==> src/rtl/data_type_pkg.sv <==
// Shared types and constants for the bfloat16 dot-product sequencer.
package data_type_pkg;

  localparam int unsigned DATA_WIDTH = 16;
  localparam int unsigned MODE_WIDTH = 2;

  localparam logic [MODE_WIDTH-1:0] MODE_ADD = 2'd0;
  localparam logic [MODE_WIDTH-1:0] MODE_MUL = 2'd1;

  localparam logic [DATA_WIDTH-1:0] BF16_ZERO = 16'h0000;

  typedef enum logic [2:0] {
    StIdle,
    StWaitOp,
    StMul,
    StAdd,
    StDone
  } dot_state_e;

  // Matches +0 and -0: exponent and fraction both clear.
  function automatic logic is_bf16_zero(input logic [DATA_WIDTH-1:0] x);
    return x[DATA_WIDTH-2:0] == '0;
  endfunction

endpackage

==> src/rtl/fpu_dot_fsm.sv <==
// Control FSM for fpu_dot_seq: state register plus next-state logic.
module fpu_dot_fsm
  import data_type_pkg::*;
(
  input  logic       clk_i,
  input  logic       rst_i,
  input  logic       start_i,
  input  logic       len_zero_i,
  input  logic       a_fire_i,
  input  logic       skip_i,
  input  logic       last_i,
  input  logic       res_ready_i,
  output dot_state_e state_o
);

  dot_state_e state_q, state_d;

  always_comb begin
    state_d = state_q;
    unique case (state_q)
      StIdle:   if (start_i) state_d = len_zero_i ? StDone : StWaitOp;
      StWaitOp: begin
        if (a_fire_i) begin
          if (skip_i) state_d = last_i ? StDone : StWaitOp;
          else        state_d = StMul;
        end
      end
      StMul:    state_d = StAdd;
      StAdd:    state_d = last_i ? StDone : StWaitOp;
      StDone:   if (res_ready_i) state_d = StIdle;
      default:  state_d = StIdle;
    endcase
  end

  always_ff @(posedge clk_i) begin
    if (rst_i) state_q <= StIdle;
    else       state_q <= state_d;
  end

  assign state_o = state_q;

endmodule

==> src/rtl/fpu_dot_seq.sv <==
// Sequences a bfloat16 dot product over a shared external combinational FPU.
// Optional FPU_DOT_ZERO_SKIP_EN: pairs with a +/-0 operand bypass MUL/ADD.
module fpu_dot_seq
  import data_type_pkg::*;
#(
  parameter int unsigned VEC_LEN = 8
) (
  input  logic                         clk_i,
  input  logic                         rst_i,
  input  logic                         start_i,
  input  logic [$clog2(VEC_LEN+1)-1:0] len_i,
  input  logic                         a_valid_i,
  output logic                         a_ready_o,
  input  logic [DATA_WIDTH-1:0]        a_i,
  input  logic [DATA_WIDTH-1:0]        b_i,
  output logic [MODE_WIDTH-1:0]        fpu_mode_o,
  output logic [DATA_WIDTH-1:0]        fpu_in1_o,
  output logic [DATA_WIDTH-1:0]        fpu_in2_o,
  input  logic [DATA_WIDTH-1:0]        fpu_out_i,
  input  logic                         fpu_ovf_i,
  output logic                         res_valid_o,
  input  logic                         res_ready_i,
  output logic [DATA_WIDTH-1:0]        res_o,
  output logic                         res_ovf_o,
  output logic                         busy_o
);

  localparam int unsigned CntW = $clog2(VEC_LEN + 1);
  localparam logic [CntW-1:0] MaxLen = CntW'(VEC_LEN);

  dot_state_e state;

  logic [DATA_WIDTH-1:0] a_q, a_d, b_q, b_d, prod_q, prod_d, acc_q, acc_d;
  logic [CntW-1:0]       cnt_q, cnt_d, len_q, len_d;
  logic                  ovf_q, ovf_d;

  logic            a_fire, skip, last;
  logic [CntW-1:0] cnt_inc, len_clamp;

  assign a_fire    = (state == StWaitOp) && a_valid_i;
  assign cnt_inc   = cnt_q + CntW'(1);
  assign last      = (cnt_inc == len_q);
  assign len_clamp = (len_i > MaxLen) ? MaxLen : len_i;

`ifdef FPU_DOT_ZERO_SKIP_EN
  assign skip = is_bf16_zero(a_i) || is_bf16_zero(b_i);
`else
  assign skip = 1'b0;
`endif

  fpu_dot_fsm u_fsm (
    .clk_i       (clk_i),
    .rst_i       (rst_i),
    .start_i     (start_i),
    .len_zero_i  (len_i == '0),
    .a_fire_i    (a_fire),
    .skip_i      (skip),
    .last_i      (last),
    .res_ready_i (res_ready_i),
    .state_o     (state)
  );

  always_comb begin
    a_d    = a_q;
    b_d    = b_q;
    prod_d = prod_q;
    acc_d  = acc_q;
    cnt_d  = cnt_q;
    len_d  = len_q;
    ovf_d  = ovf_q;
    case (state)
      StIdle: begin
        if (start_i) begin
          acc_d = BF16_ZERO;
          cnt_d = '0;
          ovf_d = 1'b0;
          len_d = len_clamp;
        end
      end
      StWaitOp: begin
        if (a_fire) begin
          a_d = a_i;
          b_d = b_i;
          if (skip) cnt_d = cnt_inc;
        end
      end
      StMul: begin
        prod_d = fpu_out_i;
        ovf_d  = ovf_q | fpu_ovf_i;
      end
      StAdd: begin
        acc_d = fpu_out_i;
        ovf_d = ovf_q | fpu_ovf_i;
        cnt_d = cnt_inc;
      end
      default: ;
    endcase
  end

  always_ff @(posedge clk_i) begin
    if (rst_i) begin
      a_q    <= BF16_ZERO;
      b_q    <= BF16_ZERO;
      prod_q <= BF16_ZERO;
      acc_q  <= BF16_ZERO;
      cnt_q  <= '0;
      len_q  <= '0;
      ovf_q  <= 1'b0;
    end else begin
      a_q    <= a_d;
      b_q    <= b_d;
      prod_q <= prod_d;
      acc_q  <= acc_d;
      cnt_q  <= cnt_d;
      len_q  <= len_d;
      ovf_q  <= ovf_d;
    end
  end

  // FPU operands are parked at zero/ADD whenever the FPU is not in use.
  always_comb begin
    fpu_mode_o = MODE_ADD;
    fpu_in1_o  = BF16_ZERO;
    fpu_in2_o  = BF16_ZERO;
    if (state == StMul) begin
      fpu_mode_o = MODE_MUL;
      fpu_in1_o  = a_q;
      fpu_in2_o  = b_q;
    end else if (state == StAdd) begin
      fpu_in1_o = acc_q;
      fpu_in2_o = prod_q;
    end
  end

  assign a_ready_o   = (state == StWaitOp);
  assign res_valid_o = (state == StDone);
  assign res_o       = res_valid_o ? acc_q : BF16_ZERO;
  assign res_ovf_o   = res_valid_o & ovf_q;
  assign busy_o      = (state != StIdle);

endmodule
==> config.mk <==
export PLATFORM = sky130hd
export DESIGN_NAME = fpu_dot_seq
export DESIGN_NICKNAME = d
export VERILOG_FILES = /design/src/rtl/data_type_pkg.sv /design/src/rtl/fpu_dot_fsm.sv /design/src/rtl/fpu_dot_seq.sv
export SDC_FILE = /design/constraint.sdc
export NUM_CORES = 1
export LEC_CHECK = 0
export CORE_MARGIN = 2
export CORE_UTILIZATION = 49
export DETAILED_ROUTE_END_ITERATION = 8
export PLACE_DENSITY = 0.85
export REMOVE_ABC_BUFFERS = 1
export SETUP_SLACK_MARGIN = 0.05
export SLEW_MARGIN = 0
export SYNTH_ARGS = -nofsm -noshare
export SYNTH_HDL_FRONTEND = slang
export SYNTH_HIERARCHICAL = 1
export SYNTH_SLANG_ARGS = --single-unit
==> constraint.sdc <==
create_clock -name clk_i -period 3.1 [get_ports clk_i]
set_clock_uncertainty 0.2 [all_clocks]
set_input_delay 0.62 -clock clk_i [delete_from_list [all_inputs] [get_ports clk_i]]
set_output_delay 0.62 -clock clk_i [all_outputs]
set_load 0.03 [all_outputs]
# Yosys cells after proc, flatten, opt, wreduce, memory -nomap -nowiden
# Index checks and enable logic that the tools add are counted.
# W data, S select, Z words.
# word_totals
inputBits,58
reg_bits,76
# classes
n_addsub,1
reduce_logical,12
order_cmp,1
n_mux,19
eq_ne,8
n_bitwise,2
# op_table
op,count
$mux W16,6
$pmux W16 S2,1
$mux W3,5
$pmux W3 S5,1
$mux W4,2
$pmux W4 S2,1
$reduce_and A2 Y1,4
$eq A3 B2 Y1 const B,2
$add A4 B1 Y4 const B,1
$eq A4 B4 Y1,1
$gt A4 B4 Y1 const B,1
$logic_not A4 Y1,1
$ne A2 B1 Y1 const B,2
$reduce_bool A2 Y1,2
$eq A3 B1 Y1 const B,1
$eq A3 B3 Y1 const B,1
$logic_not A3 Y1,1
$reduce_and A3 Y1,1
$reduce_bool A3 Y1,1
$mux W1,2
$ne A2 B2 Y1 const B,1
$pmux W1 S2,1
$reduce_or A2 Y1,1
$and A1 B1 Y1,1
2 further kinds,2

# Longest topological paths before layout
# logic_depth
word_depth,4
ltp_mapped,8

# Hierarchy
# The synthesis kept the hierarchy.
# by_module_without_submodules
module,seq_area_each_um2,instances,area_each_um2,cells_per_inst
fpu_dot_seq,1461.4,1,3153.0,397
fpu_dot_fsm,60.1,1,170.2,20

# Worst setup path after synthesis
# OpenSTA, ideal clock, no wires.
# synth_path
path_type,register to output
from,"reg u_fsm.state_q[1], in the netlist u_fsm/state_o[1]"
to,out res_o[10]
t_required_ns,2.280
stages_incl_launch_ff,5
slack_ns,0.546
n_path_buf,2
arrival_time_ns,1.734
path_cell_list,dfxtp_1 > buf_6 > nor3b_1 > clkbuf_1 > and2_1
# synth_via
elab_chain_len,2
# synth_lines
item,line_no,text
from (decl),fpu_dot_fsm.sv:16,"dot_state_e state_q, state_d;"
from (signal assigned),fpu_dot_fsm.sv:36,if (rst_i) state_q <= StIdle;
from (signal assigned),fpu_dot_fsm.sv:37,else state_q <= state_d;
$eq A3 B3 Y1,fpu_dot_seq.sv:136,assign res_valid_o = (state == StDone);
named net res_valid_o,fpu_dot_seq.sv:21,"output logic res_valid_o,"
$mux W16,fpu_dot_seq.sv:137,assign res_o = res_valid_o ? acc_q : BF16_ZERO;
to (decl),fpu_dot_seq.sv:23,"output logic [DATA_WIDTH-1:0] res_o,"
# The timed path passes the listed nets, and every way through them passes these cells.

# Worst setup path in the final report
# layout_path
from,"reg u_fsm.state_q[0], in the netlist u_fsm/state_o[0]"
to,out res_o[12]
# layout_via
elab_chain_len,2
# layout_lines
item,line_no
$eq A3 B3 Y1,fpu_dot_seq.sv:136
$mux W16,fpu_dot_seq.sv:137
# Every way passes these cells.

==> Implementation_results.wiki <==
{| class="wikitable"
! Metric !! Value
|-
| Post-layout power || 1.96 mW
|-
| Critical path, cell by cell || nor3b_2 -> buf_4 -> and2_1 -> clkdlybuf4s50_1
|-
| Clock latency of the later-clocked register in the worst-skew pair || 0.35 ns
|-
| Net count reported at finish || 574
|-
| Pleak || 1.70 nW
|-
| GR Util All Layers || 25.1%
|-
| Crit path max-delay cell type || sky130_fd_sc_hd__clkdlybuf4s50_1
|-
| Part of the total power dissipated in combinational logic || 10.5%
|-
| Number of nets with antenna violations after detailed routing || 0
|-
| Total buffers and inverters traversed by the critical path || 2
|-
| Fmax || 0.342 GHz
|-
| Final setup fails || 0
|-
| Layout filler cell count || 550
|-
| Startpoint types || flip-flop
|-
| CTS Sinks || 76
|-
| Run status || completed
|-
| Final routed wire length divided by cell count || 15.3 um
|-
| Vias per std cell || 5.50
|-
| H-tree depth || 3
|-
| CP Capture Type || output pin
|-
| Fraction of power consumed by the clock network || 37.4%
|-
| Post-synth top area cell || sky130_fd_sc_hd__dfxtp_1
|-
| Share of the synthesized area in the top cell type || 45.8%
|-
| Worst slew margin || 43.5%
|-
| Global-route layer with the greatest usage || met2
|-
| Area of the die || 7460 um2
|-
| Flop and latch count out of synthesis || 76
|-
| Met2 global-route usage || 43.6%
|-
| Instance area after placement || 4410 um2
|-
| Data arrival time of the worst path || 2.11 ns
|-
| Iteration count of the initial detailed-routing pass || 5
|-
| Post-synth ARST share || 0%
|-
| Hold violation count in the final report || 0
|-
| Most frequent cells after synthesis || 119 x sky130_fd_sc_hd__nand2_1, 76 x sky130_fd_sc_hd__dfxtp_1, 71 x sky130_fd_sc_hd__a21oi_1
|-
| Post-route setup slack || 0.172 ns
|-
| Die H || 86.4 um
|-
| Ports placed on the boundary || 112
|-
| Post-synthesis instance area || 3320 um2
|-
| Routed vias || 3300
|-
| Top Family by Delay on Critical Path || buffers and inverters
|-
| Post-layout minimum cycle time || 2.93 ns
|-
| Multi-input combinational cell area || 1650 um2
|-
| DRC violations left || 0
|-
| Clock Tree Root || sky130_fd_sc_hd__clkbuf_8
|-
| Max-slew violations || 0
|-
| Number of synthesized flops with an enable pin || 0
|-
| Clk slew on worst S/H paths || 0.08 ns
|-
| CTS tree || yes
|-
| Unrepaired setup endpoints after global routing || false
|-
| Most frequently used flop master after synthesis || sky130_fd_sc_hd__dfxtp_1
|-
| Floorplan row count || 30
|-
| Max-capacitance violation count || 0
|-
| Most frequent cell after synthesis || sky130_fd_sc_hd__nand2_1
|-
| Maximum number of pins on one net before global-route repair || 55
|-
| Remaining global-route overflow || 0
|-
| Worst-path maximum fanout || 15
|-
| Proportion of synthesized chip area in sequential cells || 45.8%
|-
| First-pass GRT wire length || 14800 um
|-
| Number of antenna violations at the first check in global routing || 0
|-
| Worst-case clock buffer depth || 2
|-
| Floorplan core area || 6680 um2
|-
| Required arrival time at the worst endpoint || 2.28 ns
|-
| Proportion of layout cells with a drive suffix above 1 || 12.9%
|-
| Hold_buf cts || 0
|-
| Critical path type || reg -> out
|-
| Wire length after detailed routing || 9190 um
|-
| Max incr delay on CP || 0.69 ns
|-
| Detailed placer's ending HPWL || 6000 um
|-
| PortBufs || 110
|-
| Number of global-route vias before repair || 3156
|-
| TritonCTS buffer count || 9
|-
| Chip width || 86.4 um
|-
| Total power per unit cell area || 426 nW/um2
|-
| Starting utilization of the core area || 49.7%
|-
| Area of all sequential standard cells || 1520 um2
|-
| Maximum vdd ir drop || 0.402 mV
|-
| Ranking of synthesized cells by area || sky130_fd_sc_hd__dfxtp_1 46%, sky130_fd_sc_hd__nand2_1 13%, sky130_fd_sc_hd__a21oi_1 11%
|-
| Mapped Avg Cell Area || 7.97 um2
|-
| P_int || 1.48 mW
|-
| Post-placement setup slack || 0.457 ns
|-
| Met3 track demand over resource || 4.48%
|-
| Layout area overhead || 38.5%
|-
| Iteration-0 DRC Markers || 163
|-
| Gate Count Post-Synth || 417
|-
| Yosys warning count || 6
|-
| Reg power frac || 52.0%
|-
| Antenna diode count || 0
|-
| Min-Delay Path Class || reg -> reg
|-
| Yosys cell types || 39
|-
| Actual slew at the worst max-slew pin || 0.844 ns
|-
| Gpl congestion || 0.837
|-
| Global Route met1 Usage || 29.9%
|-
| Portion of the clock cycle consumed by the worst path in the final layout || 94.5%
|-
| Cell area after layout || 4600 um2
|-
| Net switching power of the design || 484 uW
|-
| Switch share || 24.7%
|-
| Total Neg Setup Slack || 0 ns
|}
what timing repair did:
item	in CTS	in global routing
buffers inserted	0	0
setup endpoints to repair	0	36
resized for setup	0	2
sequential cells by signal (all words and copies together), names as in the netlist:
register and flops:
b_q 16, u_fsm/state_o 3, a_q 16, cnt_q 4, len_q 4, prod_q 16, acc_q 16, ovf_q 1
worst register-to-register path: stages, from the launching register on:
cell and delay (ns):
sky130_fd_sc_hd__dfxtp_1 0.45, sky130_fd_sc_hd__ha_1 0.24, sky130_fd_sc_hd__xnor2_1 0.15, sky130_fd_sc_hd__xnor2_1 0.09
sky130_fd_sc_hd__nor4_1 0.41, sky130_fd_sc_hd__nand2_1 0.10, sky130_fd_sc_hd__a2bb2oi_1 0.15, sky130_fd_sc_hd__o32ai_1 0.30
placed cells by master (no fill, tap or decap), drive strengths merged, types with 2 or more instances in the layout:
cell	n
nand2	119
clkdlybuf4s50	76
dfxtp	76
a21oi	71
buf	44
a22o	32
nand3	20
and2	17
clkbuf	10
or3b	4
xnor2	4
nor2	4
clkinv	4
nand2b	3
conb	3
inv	2
xor2	2
nor4	2
nand3b	2
a311oi	2
nor2b	2
and3b	2
nor3b	2
power groups by stage:
stage	combinational (mW)	clock, mW	sequential, mW
floorplan	0.0785	0	1.04
global placement	0.201	0	1.04
detailed placement	0.205	0	1.04
CTS	0.206	0.745	1.02
global route	0.223	0.801	1.03
finish	0.207	0.735	1.02
metrics by stage:
step                      util, %  cells  hold slack [ns]
after floorplan                 -    384            0.230
after global placement       66.0    584            0.243
after detailed placement     66.0    584            0.250
after CTS                    68.9    600            0.261
after global routing         68.9    600            0.278
final                        68.9    600            0.258
area by class of cell:
| class | count | share of cell area [%] |
|---|---|---|
| Clock inverter | 6 | 1.41 |
| Inverter | 2 | 0.163 |
| Multi-Input combinational cell | 306 | 35.9 |
| Tap cell | 80 | 2.17 |
| Clock buffer | 10 | 2.77 |
| Sequential cell | 76 | 33.1 |
| Timing Repair Buffer | 120 | 24.5 |
layer usage:
layer	part of all wire, %	vias to the layer above
met5	0	-
met4	1.5	0
met3	6.0	12
met2	52	135
met1	41	1534
li1	-	1619
kinds of logic after synthesis:
| group | after synthesis | share of synthesized area, % |
|---|---|---|
| fa+ha+maj | 1 | 0.376 |
| flops | 76 | 45.8 |
| mux | 1 | 0.301 |
| compound gates | 113 | 21.5 |
| simple gates | 182 | 25.3 |
| xor+xnor | 6 | 1.58 |
| buf+inv | 37 | 5.04 |
| other cells | 1 | 0.113 |
final timing paths:
kind,from,endpoint,slack [ns],depth (start not counted)
min,b_q[10],b_q[10],0.26,2
min reg2reg,b_q[10],b_q[10],0.26,2
max,u_fsm/state_o[0],res_o[12],0.17,4
max reg2reg,cnt_q[0],u_fsm/state_o[2],0.91,7
(Power assumes the default switching activity.)
